## src/rtl/o_capture_writer_pkg.sv

```systemverilog
// Shared frame geometry for the scope capture path.
// Used by the pixel counter, the capture writer and the VGA reader.
package o_capture_writer_pkg;

    localparam int CAP_H_VISIBLE      = 576;
    localparam int CAP_V_VISIBLE      = 378;
    localparam int CAP_BYTES_PER_LINE = CAP_H_VISIBLE / 8;
    localparam int CAP_FB_ADDR_W      = 16;

endpackage

```

## src/rtl/o_capture_writer.sv

```systemverilog
// Packs visible monochrome pixels into bytes and writes whole frames
// into a double-buffered frame store, flipping RD_BANK per frame.
module o_capture_writer
    import o_capture_writer_pkg::*;
#(
    parameter int H_VISIBLE      = CAP_H_VISIBLE,
    parameter int V_VISIBLE      = CAP_V_VISIBLE,
    parameter int BYTES_PER_LINE = CAP_BYTES_PER_LINE
) (
    input  logic                     O_CLK,
    input  logic                     RESET,
    input  logic                     ENABLE,
    input  logic [9:0]               O_X,
    input  logic [8:0]               O_Y,
    input  logic                     O_VISIBLE,
    input  logic                     O_PIXEL,
    output logic [CAP_FB_ADDR_W-1:0] WR_ADDR,
    output logic [7:0]               WR_DATA,
    output logic                     WR_EN,
    output logic                     FRAME_DONE,
    output logic                     RD_BANK
);

    typedef enum logic [1:0] {
        IDLE       = 2'd0,
        WAIT_FRAME = 2'd1,
        CAPTURE    = 2'd2
    } state_e;

    localparam logic [9:0] H_LIM      = 10'(H_VISIBLE);
    localparam logic [8:0] V_LIM      = 9'(V_VISIBLE);
    localparam logic [8:0] Y_LAST     = 9'(V_VISIBLE - 1);
    localparam logic [6:0] X_LAST_COL = 7'(BYTES_PER_LINE - 1);

    state_e state_q, state_d;
    logic [7:0] sr_q, sr_d;
    logic [2:0] cnt_q, cnt_d;
    logic [14:0] last_addr_q, last_addr_d;
    logic wr_en_q, wr_en_d;
    logic done_q, done_d;
    logic [7:0] wr_data_q, wr_data_d;
    logic [CAP_FB_ADDR_W-1:0] wr_addr_q, wr_addr_d;
    logic rd_bank_q, rd_bank_d;

    logic start;
    logic in_range;
    logic last_px;
    logic accept;
    logic restart;
    logic [14:0] pix_addr;
    logic [7:0] sr_base;
    logic [2:0] cnt_base;
    logic [7:0] byte_v;

    assign start    = O_VISIBLE && (O_X == 10'd0) && (O_Y == 9'd0);
    assign in_range = O_VISIBLE && (O_X < H_LIM) && (O_Y < V_LIM);
    assign last_px  = (O_X[9:3] == X_LAST_COL) && (O_X[2:0] == 3'd7)
                      && (O_Y == Y_LAST);

    // y*72 + x/8 as shift-add
    assign pix_addr = {O_Y, 6'd0} + {3'd0, O_Y, 3'd0} + {8'd0, O_X[9:3]};

    always_comb begin
        state_d     = state_q;
        sr_d        = sr_q;
        cnt_d       = cnt_q;
        last_addr_d = last_addr_q;
        wr_en_d     = 1'b0;
        done_d      = 1'b0;
        wr_data_d   = wr_data_q;
        wr_addr_d   = wr_addr_q;
        // the bank flip lands one cycle after FRAME_DONE
        rd_bank_d   = rd_bank_q ^ done_q;
        accept      = 1'b0;
        restart     = 1'b0;

        if (!ENABLE) begin
            state_d = IDLE;
            sr_d    = '0;
            cnt_d   = '0;
        end else begin
            unique case (state_q)
                IDLE: state_d = WAIT_FRAME;
                WAIT_FRAME: begin
                    if (start) begin
                        state_d = CAPTURE;
                        accept  = 1'b1;
                        restart = 1'b1;
                    end
                end
                CAPTURE: begin
                    if (start) begin
                        accept  = 1'b1;
                        restart = 1'b1;
                    end else if (in_range) begin
                        accept = 1'b1;
                    end else if (!O_VISIBLE && cnt_q != 3'd0) begin
                        wr_en_d   = 1'b1;
                        wr_data_d = sr_q << (4'd8 - {1'b0, cnt_q});
                        wr_addr_d = {~rd_bank_d, last_addr_q};
                        sr_d      = '0;
                        cnt_d     = '0;
                    end
                end
                default: state_d = IDLE;
            endcase
        end

        sr_base  = restart ? 8'd0 : sr_q;
        cnt_base = restart ? 3'd0 : cnt_q;
        byte_v   = {sr_base[6:0], O_PIXEL};

        if (accept) begin
            last_addr_d = pix_addr;
            if (O_X[2:0] == 3'd7) begin
                wr_en_d   = 1'b1;
                wr_data_d = byte_v;
                wr_addr_d = {~rd_bank_d, pix_addr};
                sr_d      = '0;
                cnt_d     = '0;
                if (last_px) begin
                    done_d  = 1'b1;
                    state_d = WAIT_FRAME;
                end
            end else begin
                sr_d  = byte_v;
                cnt_d = cnt_base + 3'd1;
            end
        end
    end

    always_ff @(posedge O_CLK or posedge RESET) begin
        if (RESET) begin
            state_q     <= IDLE;
            sr_q        <= '0;
            cnt_q       <= '0;
            last_addr_q <= '0;
            wr_en_q     <= 1'b0;
            done_q      <= 1'b0;
            wr_data_q   <= '0;
            wr_addr_q   <= '0;
            rd_bank_q   <= 1'b0;
        end else begin
            state_q     <= state_d;
            sr_q        <= sr_d;
            cnt_q       <= cnt_d;
            last_addr_q <= last_addr_d;
            wr_en_q     <= wr_en_d;
            done_q      <= done_d;
            wr_data_q   <= wr_data_d;
            wr_addr_q   <= wr_addr_d;
            rd_bank_q   <= rd_bank_d;
        end
    end

    assign WR_ADDR    = wr_addr_q;
    assign WR_DATA    = wr_data_q;
    assign WR_EN      = wr_en_q;
    assign FRAME_DONE = done_q;
    assign RD_BANK    = rd_bank_q;

endmodule
```

## config.mk

```make
export PLATFORM = sky130hd
export DESIGN_NAME = o_capture_writer
export DESIGN_NICKNAME = d
export VERILOG_FILES = /design/src/rtl/o_capture_writer_pkg.sv /design/src/rtl/o_capture_writer.sv
export SDC_FILE = /design/constraint.sdc
export NUM_CORES = 1
export LEC_CHECK = 0
export ABC_AREA = 0
export CAP_MARGIN = 10
export CELL_PAD_IN_SITES_DETAIL_PLACEMENT = 1
export CELL_PAD_IN_SITES_GLOBAL_PLACEMENT = 1
export CORE_AREA = 2 2 90 92
export DETAILED_ROUTE_END_ITERATION = 8
export DIE_AREA = 0 0 92 94
export PLACE_DENSITY = 0.82
export RECOVER_POWER = 50
export SLEW_MARGIN = 20
export SYNTH_ARGS = -nofsm -noshare
export SYNTH_HDL_FRONTEND = slang
export SYNTH_SLANG_ARGS = --single-unit
```

## constraint.sdc

```tcl
create_clock -name O_CLK -period 5 [get_ports O_CLK]
set_input_delay 1.5 -clock O_CLK [delete_from_list [all_inputs] [get_ports O_CLK]]
set_output_delay 1.5 -clock O_CLK [all_outputs]
set_load 0.1 [all_outputs]
```

==> results of run 1 <==
[cells in the final DEF, fill, tap and decap left out, drive strengths merged, types with 10 or more instances in the layout]
master,netlist,layout
ha,24,24
mux2i,35,35
clkdlybuf4s50,0,37
nor2,10,10
dlygate4sd3,0,13
o21ai,27,27
inv,24,24
dfrtp,55,55
mux2,23,23
nand2,17,17
[sequential cells by signal, indices dropped and copies added, names as in the netlist]
name,cells
WR_EN,1
FRAME_DONE,1
state_q,2
cnt_q,3
WR_ADDR,16
sr_q,8
last_addr_q,15
RD_BANK,1
WR_DATA,8
[cell type report]
cell class | instances | area [sq um]
Timing Repair Buffer | 55 | 534
Tap cell | 102 | 128
Multi-Input combinational cell | 231 | 1920
Fill cell | 867 | 3470
Clock inverter | 2 | 12.5
Inverter | 24 | 90.1
Sequential cell | 55 | 1380
Clock buffer | 6 | 72.6
[power groups by stage]
| stage | clock network [mW] | registers [mW] | logic, mW |
|---|---|---|---|
| CTS | 0.249 | 0.447 | 0.148 |
| finish | 0.245 | 0.447 | 0.149 |
| global placement | 0 | 0.455 | 0.143 |
| global route | 0.264 | 0.447 | 0.163 |
| detailed placement | 0 | 0.455 | 0.148 |
| floorplan | 0 | 0.455 | 0.0889 |
[synth_stat cells, types with 4 or more instances]
library cell  instances
inv_1                24
a21oi_1               5
nor3_1                5
clkbuf_1              7
mux2i_1              35
nand2_1              16
nand4_1               4
a21o_1                4
xor2_1                7
o32ai_1               7
nor2_1               10
o21ai_0              27
nand3_1               5
ha_1                 24
dfrtp_1              55
a22oi_1               8
mux2_2               20
[logic make-up (layout without fill, tap and decap cells)]
| kind of cell | count (synthesis) | in the layout | share of synthesized area |
|---|---|---|---|
| XOR/XNOR | 9 | 9 | 0.0228 |
| AO/OA/AOI/OAI | 72 | 72 | 0.143 |
| adder cells (fa/ha/maj) | 26 | 26 | 0.0986 |
| AND/OR/NAND/NOR | 65 | 65 | 0.107 |
| buffers and inverters | 35 | 87 | 0.0442 |
| multiplexers | 59 | 59 | 0.186 |
| flip-flops | 55 | 55 | 0.399 |
[per-layer routing]
layer	GRT usage	part of all wire
met3	0.0257	0.028
met4	0.0659	0.014
met2	0.362	0.49
met1	0.283	0.47
met5	0	0
[per-stage QoR]
step / power [mW] / util / instances
after floorplan: 0.544 / - / 321
after global placement: 0.598 / 0.533 / 467
after detailed placement: 0.603 / 0.533 / 467
after CTS: 0.844 / 0.544 / 475
after global routing: 0.874 / 0.544 / 475
final: 0.840 / 0.544 / 475
[final timing paths]
kind	endpoint	slack [ns]	startpoint
hold / removal	RD_BANK	0.50	FRAME_DONE
hold reg to reg	RD_BANK	0.50	FRAME_DONE
setup reg to reg	WR_DATA[1]	1.94	cnt_q[0]
min in group asynchronous	WR_ADDR[12]	1.99	RESET
max in group asynchronous	sr_q[6]	1.38	RESET
setup / recovery	cnt_q[2]	0.89	O_Y[0]
[worst register-to-register path, cell delays in order (launching register included)]
cell and delay [ns]:
dfrtp_1 0.68, inv_1 0.12, ha_1 0.23, ha_1 0.19, nor3b_1 0.27, nand2_1 0.50, nor3_1 0.66, a22oi_1 0.15
mux2i_1 0.17
==> impl_metrics.json, run 1 <==
{
  "clkPwrFrac": 0.291,
  "async_flop_share": 1.00,
  "path_delay_family": "simple AND/OR/NAND/NOR gates",
  "syn_nets": 371,
  "hold_violations": 0,
  "internal-power_mw": 0.604,
  "synth.area.top_cells": "dfrtp_1 (40%), mux2i_1 (10%), ha_1 (8.7%), mux2_2 (6.5%), o21ai_0 (3.9%)",
  "switchingPower_mw": 0.236,
  "switching_share": 0.281,
  "antenna_found_initial": 0,
  "path_cells": "clkdlybuf4s50_1, or4_4, nor3_4, nand4_1, and2_1, ha_1, nor3b_1, nand4_1, o221ai_1",
  "critPathMostFrequentCell": "nand4_1",
  "portBuffers": 50,
  "synth-seq-cells": 55,
  "pin_count": 51,
  "first_pass_iters": 4,
  "cp_data_required_time_ns": 5.23,
  "cp.depth": 9,
  "wl_per_cell_microns": 18.5,
  "clk_path_buf_depth": 2,
  "cts_made_buffers": 5,
  "pwr-share-comb": 0.177,
  "worstMarginPinSlew_ns": 1.31,
  "dieArea_sq_um": 8650,
  "area.growth.synth_to_final_pct": 19.8,
  "gp_congestion": 0.897,
  "ctsHoldBuffers": 0,
  "period_share": 0.822,
  "critPathSlowestCell": "or4_4",
  "postCtsResizedCells": 0,
  "ctsRootBufferMaster": "clkbuf_8",
  "grt_pass1_vias": 2826,
  "drv_cap": 0,
  "power_density_nw_per_um2": 203,
  "timing.setup.tns_ns": 0,
  "synth-edff-count": 0,
  "clkTransAtPathRegs_ns": 0.10,
  "worstSetupPathType": "input pin to flip-flop",
  "whs_ns": 0.500,
  "antenna_cells": 0,
  "die-width_microns": 92,
  "cp-end-kind": "flip-flop",
  "cp_max_fo": 12,
  "rsz0062_at_grt": "false",
  "ys_seq_area_frac": 0.399,
  "final_antenna_net_count": 0,
  "drt-total-wl_microns": 8800,
  "outcome": "completed",
  "nNetsFinal": 422,
  "seqPwrFrac": 0.532,
  "synth_warnings": 0,
  "holdPathStages": 1,
  "design_area_sq_um": 4140,
  "grt-ovfl-total": 0,
  "ff2ff_path_depth": 8,
  "irDropWorstVdd_v": 0.0000931,
  "post_dp_cell_area_sq_um": 4060,
  "grt_pass1_wl_microns": 14300,
  "cp-start-kind": "input pin",
  "post-route-drc-count": 0,
  "postCtsSetupRepairBufs": 0,
  "synth_area_sq_um": 3450,
  "setup_ws_ns": 0.892,
  "skew_ns": 0.00386,
  "crit_buf_inv": 1,
  "synth_cell_types": 55,
  "setup_violations": 0,
  "cts_tree": "done",
  "max-slew-margin-rel": 0.125,
  "vias": 2736,
  "synth_area_leader_cell": "dfrtp_1",
  "die_h_microns": 94,
  "avgViaCountPerCell": 5.76,
  "netlist_instances": 321,
  "avgSynthCellArea_sq_um": 10.8,
  "clock_latency_ns": 0.31,
  "dp_hpwl_microns": 6800,
  "synthFlopType": "dfrtp_1",
  "drv_slew": 0,
  "coreArea_sq_um": 7610,
  "rows": 32,
  "arrival_ns": 4.34,
  "cts_max_level": 2,
  "critPathMaxStageDelay_ns": 0.58,
  "p_leak_nw": 1.87,
  "yosys.area.top_type_share": 0.399,
  "drt_iter0_markers": 108,
  "finalCriticalPeriod_ns": 4.11,
  "hp-class": "flip-flop to flip-flop",
  "dp_slack_ns": 0.419,
  "start_util": 0.454,
  "clock-sinks": 55,
  "drive_gt1_frac": 0.115,
  "fmax_mhz": 243,
  "grt_max_degree": 36,
  "track_usage": 0.212
}
(Power assumes the default switching activity.)
==> run 2: changes to the inputs <==
--- a/config.mk
+++ b/config.mk
@@ -9,10 +9,10 @@
 export CAP_MARGIN = 10
 export CELL_PAD_IN_SITES_DETAIL_PLACEMENT = 1
 export CELL_PAD_IN_SITES_GLOBAL_PLACEMENT = 1
-export CORE_AREA = 2 2 90 92
+export CORE_AREA = 2 2 93 95
 export DETAILED_ROUTE_END_ITERATION = 8
-export DIE_AREA = 0 0 92 94
-export PLACE_DENSITY = 0.82
+export DIE_AREA = 0 0 95 97
+export PLACE_DENSITY = 0.77
 export RECOVER_POWER = 50
 export SLEW_MARGIN = 20
 export SYNTH_ARGS = -nofsm -noshare
==> constraint.sdc (replaced) <==
create_clock -name O_CLK -period 3.8 [get_ports O_CLK]
set_input_delay 1.14 -clock O_CLK [delete_from_list [all_inputs] [get_ports O_CLK]]
set_output_delay 1.14 -clock O_CLK [all_outputs]
set_load 0.1 [all_outputs]
==> impl_metrics.json, run 2 (synthesis gave the netlist of run 1 again) <==
{
  "cts_max_level": 2,
  "p_total_mw": 1.19,
  "grt_max_degree": 56,
  "irDropWorstVdd_v": 0.000132,
  "power_density_nw_per_um2": 287,
  "cp-start-kind": "input pin",
  "fmax_mhz": 288,
  "drt_iter0_markers": 90,
  "postCtsSetupRepairBufs": 0,
  "antenna_cells": 0,
  "drt-total-wl_microns": 8640,
  "cts_made_buffers": 5,
  "ctsRootBufferMaster": "clkbuf_8",
  "switchingPower_mw": 0.305,
  "drv_slew": 0,
  "gp_congestion": 0.825,
  "avgViaCountPerCell": 5.60,
  "nNetsFinal": 433,
  "min_from": "last_addr_q[9]",
  "vias": 2740,
  "internal-power_mw": 0.888,
  "clock_latency_ns": 0.31,
  "postCtsResizedCells": 0,
  "max-slew-margin-rel": 0.0809,
  "dp_slack_ns": -0.0208,
  "grt_pass1_vias": 2951,
  "hold_violations": 0,
  "dieArea_sq_um": 9220,
  "rows": 33,
  "setup_ws_ns": 0.323,
  "cp-end-kind": "flip-flop",
  "largest_reg_flops": 16,
  "post-route-drc-count": 0,
  "setup_violations": 0,
  "grt_pass1_wl_microns": 14500,
  "worstMarginPinSlew_ns": 1.38,
  "portBuffers": 50,
  "rsz0062_at_grt": "false",
  "p_leak_nw": 1.91,
  "dp.cells": 481,
  "clk_path_buf_depth": 2,
  "timing.setup.tns_ns": 0,
  "pin_count": 51,
  "track_usage": 0.198,
  "dp_hpwl_microns": 6660,
  "cp_max_fo": 3,
  "layout_commonest_cell": "dfrtp_1",
  "outcome": "completed",
  "startpoint": "O_X[9]",
  "coreArea_sq_um": 8130,
  "hp-class": "flip-flop to flip-flop",
  "first_pass_iters": 4,
  "clock-sinks": 55,
  "cp_data_required_time_ns": 3.97,
  "area.growth.synth_to_final_pct": 20.4,
  "drive_gt1_frac": 0.185,
  "period_share": 0.915,
  "ctsHoldBuffers": 0,
  "final_antenna_net_count": 0,
  "pwr-share-comb": 0.172,
  "seqPwrFrac": 0.493,
  "final_cell_mix": "dfrtp_1 (55), mux2i_1 (35), buf_4 (29)",
  "switching_share": 0.255,
  "start_util": 0.425,
  "fin_util": 0.511,
  "grt-ovfl-total": 0,
  "clkTransAtPathRegs_ns": 0.09,
  "drv_cap": 0,
  "clkPwrFrac": 0.336,
  "finalCriticalPeriod_ns": 3.48,
  "worstSetupPathType": "input pin to flip-flop",
  "cts_tree": "done",
  "arrival_ns": 3.65,
  "final_cell_count_no_fill": 489,
  "die_h_microns": 97,
  "die-width_microns": 95,
  "wl_per_cell_microns": 17.7,
  "skew_ns": 0.00848,
  "antenna_found_initial": 0,
  "reg2reg_from": "cnt_q[0]"
}
==> run 2: changes by cell type in the layout (fill, tap and decap cells not counted), sizes merged <==
cell           change
buf               +26
clkdlybuf4s50     -15
clkbuf            +12
dlygate4sd3       -12
bufinv             +1
clkinv             +1
clkinvlp           -1
inv                -1
==> run 2: area by class of cell <==
type                       count  area, sq um
multi-input combinational    231         1920
clock inverter                 2         35.0
inverter                      24         90.1
timing repair buffer          66          518
sequential                    55         1380
clock buffer                   6         82.6
fill                         895         3980
tap                          105          131
==> run 2: path summary, 6_finish.rpt <==
| path | depth (start not counted) | slack, ns | end |
|---|---|---|---|
| max in group asynchronous | 3 | 1.24 | WR_EN |
| worst max register to register | 9 | 1.13 | WR_DATA[7] |
| min in group asynchronous | 3 | 1.73 | WR_ADDR[9] |
| worst min-delay path | 2 | 0.51 | last_addr_q[9] |
| worst max-delay path | 10 | 0.32 | last_addr_q[14] |
| worst min register to register | 2 | 0.51 | last_addr_q[9] |
==> run 2: power groups by stage <==
stage / clock network [mW] / registers (mW) / logic [mW]
3_5_place_dp: 0 / 0.600 / 0.209
2_1_floorplan: 0 / 0.599 / 0.117
3_3_place_gp: 0 / 0.599 / 0.203
4_1_cts: 0.415 / 0.588 / 0.210
5_1_grt: 0.439 / 0.588 / 0.229
6_report: 0.400 / 0.588 / 0.205
==> run 2: critical path, cell delays in order <==
cell and delay, ns:
clkdlybuf4s50_1 0.50, inv_1 0.09, fa_1 0.53, inv_1 0.05
ha_1 0.34, a211oi_1 0.26, o21ai_0 0.17, a41oi_1 0.28
xor2_1 0.20, o21ai_0 0.09
==> run 2: stage by stage <==
step	instance area, sq um	hold WS (ns)
floorplan	3450	0.474
global placement	4100	0.469
detailed placement	4100	0.497
CTS	4220	0.518
global route	4160	0.551
finish	4160	0.515
==> run 2: layer usage <==
layer  part of all wire  vias up  GRT usage
li1                   -     1304          -
met1               0.47     1379      0.275
met2               0.49       48      0.328
met3              0.028        9     0.0202
met4              0.014        0     0.0557
met5                  0        -          0
==> run 3: changes to the inputs <==
--- a/config.mk
+++ b/config.mk
@@ -10,8 +10,10 @@
 export CELL_PAD_IN_SITES_DETAIL_PLACEMENT = 1
 export CELL_PAD_IN_SITES_GLOBAL_PLACEMENT = 1
 export CORE_AREA = 2 2 93 95
+export CTS_CLUSTER_DIAMETER = 200
 export DETAILED_ROUTE_END_ITERATION = 8
 export DIE_AREA = 0 0 95 97
+export MAX_ROUTING_LAYER = met4
 export PLACE_DENSITY = 0.77
 export RECOVER_POWER = 50
 export SLEW_MARGIN = 20
==> impl_metrics.json, run 3 (synthesis gave the netlist of run 1 again) <==
{
  "grt_max_degree": 56,
  "clock_latency_ns": 0.31,
  "cp_max_fo": 3,
  "coreArea_sq_um": 8130,
  "grt_busiest_layer": "met2",
  "largest_reg_flops": 16,
  "final_cell_count_no_fill": 489,
  "clkTransAtPathRegs_ns": 0.10,
  "cp-end-kind": "flip-flop",
  "die-width_microns": 95,
  "clock-sinks": 55,
  "worstMarginPinSlew_ns": 1.38,
  "fmax_mhz": 287,
  "drt_iter0_markers": 89,
  "arrival_ns": 3.65,
  "met2_usage": 0.327,
  "vias": 2728,
  "hold_violations": 0,
  "dp.cells": 481,
  "postCtsResizedCells": 0,
  "antenna_cells": 0,
  "ctsHoldBuffers": 0,
  "drv_cap": 0,
  "drive_gt1_frac": 0.185,
  "worstSetupPathType": "input pin to flip-flop",
  "drv_slew": 0,
  "power_density_nw_per_um2": 287,
  "p_leak_nw": 1.91,
  "avgViaCountPerCell": 5.58,
  "rsz0062_at_grt": "false",
  "drt-total-wl_microns": 8630,
  "finalCriticalPeriod_ns": 3.48,
  "cp_data_required_time_ns": 3.97,
  "cts_made_buffers": 5,
  "cts_max_level": 2,
  "portBuffers": 50,
  "postCtsSetupRepairBufs": 0,
  "gp_congestion": 0.838,
  "rows": 33,
  "first_pass_iters": 4,
  "outcome": "completed",
  "cp-start-kind": "input pin",
  "ctsRootBufferMaster": "clkbuf_8",
  "final_antenna_net_count": 0,
  "period_share": 0.916,
  "die_h_microns": 97,
  "nNetsFinal": 433,
  "timing.setup.tns_ns": 0,
  "cts_tree": "done",
  "setup_violations": 0,
  "irDropWorstVdd_v": 0.000132,
  "skew_ns": 0.00877,
  "grt_pass1_vias": 2945,
  "dp_hpwl_microns": 6660,
  "start_util": 0.425,
  "antenna_found_initial": 0,
  "p_total_mw": 1.19,
  "max-slew-margin-rel": 0.0812,
  "final_cell_mix": "dfrtp_1 (55), mux2i_1 (35), buf_4 (29)",
  "clk_path_buf_depth": 2,
  "area.growth.synth_to_final_pct": 20.4,
  "wl_per_cell_microns": 17.6,
  "grt-ovfl-total": 0,
  "grt_pass1_wl_microns": 14500,
  "layout_commonest_cell": "dfrtp_1",
  "post-route-drc-count": 0,
  "use_met3": 0.0195,
  "gr-usage-met1": 0.277,
  "hp-class": "flip-flop to flip-flop",
  "track_usage": 0.205,
  "pin_count": 51,
  "dieArea_sq_um": 9220,
  "whs_ns": 0.515,
  "fill_cells": 895
}
## run 3: cell counts in the layout (fill, tap and decap cells not counted)
No cell type changed its count.
## run 3: power by group
part | total [mW] | switching, mW | leakage [nW] | internal, mW
Combinational | 0.204 | 0.116 | 1.09 | 0.0889
Sequential | 0.588 | 0.00195 | 0.762 | 0.586
Clock | 0.402 | 0.188 | 0.0612 | 0.214
## run 3: cell type report
cell class                 count  area (sq um)  area share
multi-input combinational    231          1920       0.463
sequential                    55          1380       0.331
timing repair buffer          66           518       0.125
tap                          105           131      0.0316
inverter                      24          90.1      0.0217
clock buffer                   6          82.6      0.0199
clock inverter                 2          35.0     0.00843
## run 3: worst max-delay path: stages
cell and delay, ns:
clkdlybuf4s50_1 0.50, inv_1 0.09, fa_1 0.53, inv_1 0.05
ha_1 0.34, a211oi_1 0.26, o21ai_0 0.17, a41oi_1 0.28
xor2_1 0.20, o21ai_0 0.09
## run 3: final timing paths
kind,startpoint,endpoint,slack [ns],cells past startpoint
worst max-delay path,O_X[9],last_addr_q[14],0.32,10
max in group asynchronous,RESET,WR_EN,1.24,3
min in group asynchronous,RESET,WR_ADDR[9],1.73,3
worst min register to register,last_addr_q[9],last_addr_q[9],0.51,2
worst max register to register,cnt_q[0],WR_DATA[3],1.12,8
worst min-delay path,last_addr_q[9],last_addr_q[9],0.51,2
## run 3: layer usage
| metal | vias up | share of wire |
|---|---|---|
| met5 | - | 0 |
| met3 | 9 | 0.025 |
| met1 | 1374 | 0.47 |
| li1 | 1298 | - |
| met4 | 0 | 0.014 |
| met2 | 47 | 0.49 |
## run 3: through the flow
| stage | utilization | cell area (sq um) | worst slack, ns |
|---|---|---|---|
| 2_1_floorplan | - | 3450 | 0.735 |
| 3_3_place_gp | 0.504 | 4100 | 0.103 |
| 3_5_place_dp | 0.504 | 4100 | -0.0208 |
| 4_1_cts | 0.519 | 4220 | 0.311 |
| 5_1_grt | 0.511 | 4160 | 0.149 |
| 6_report | 0.511 | 4160 | 0.321 |
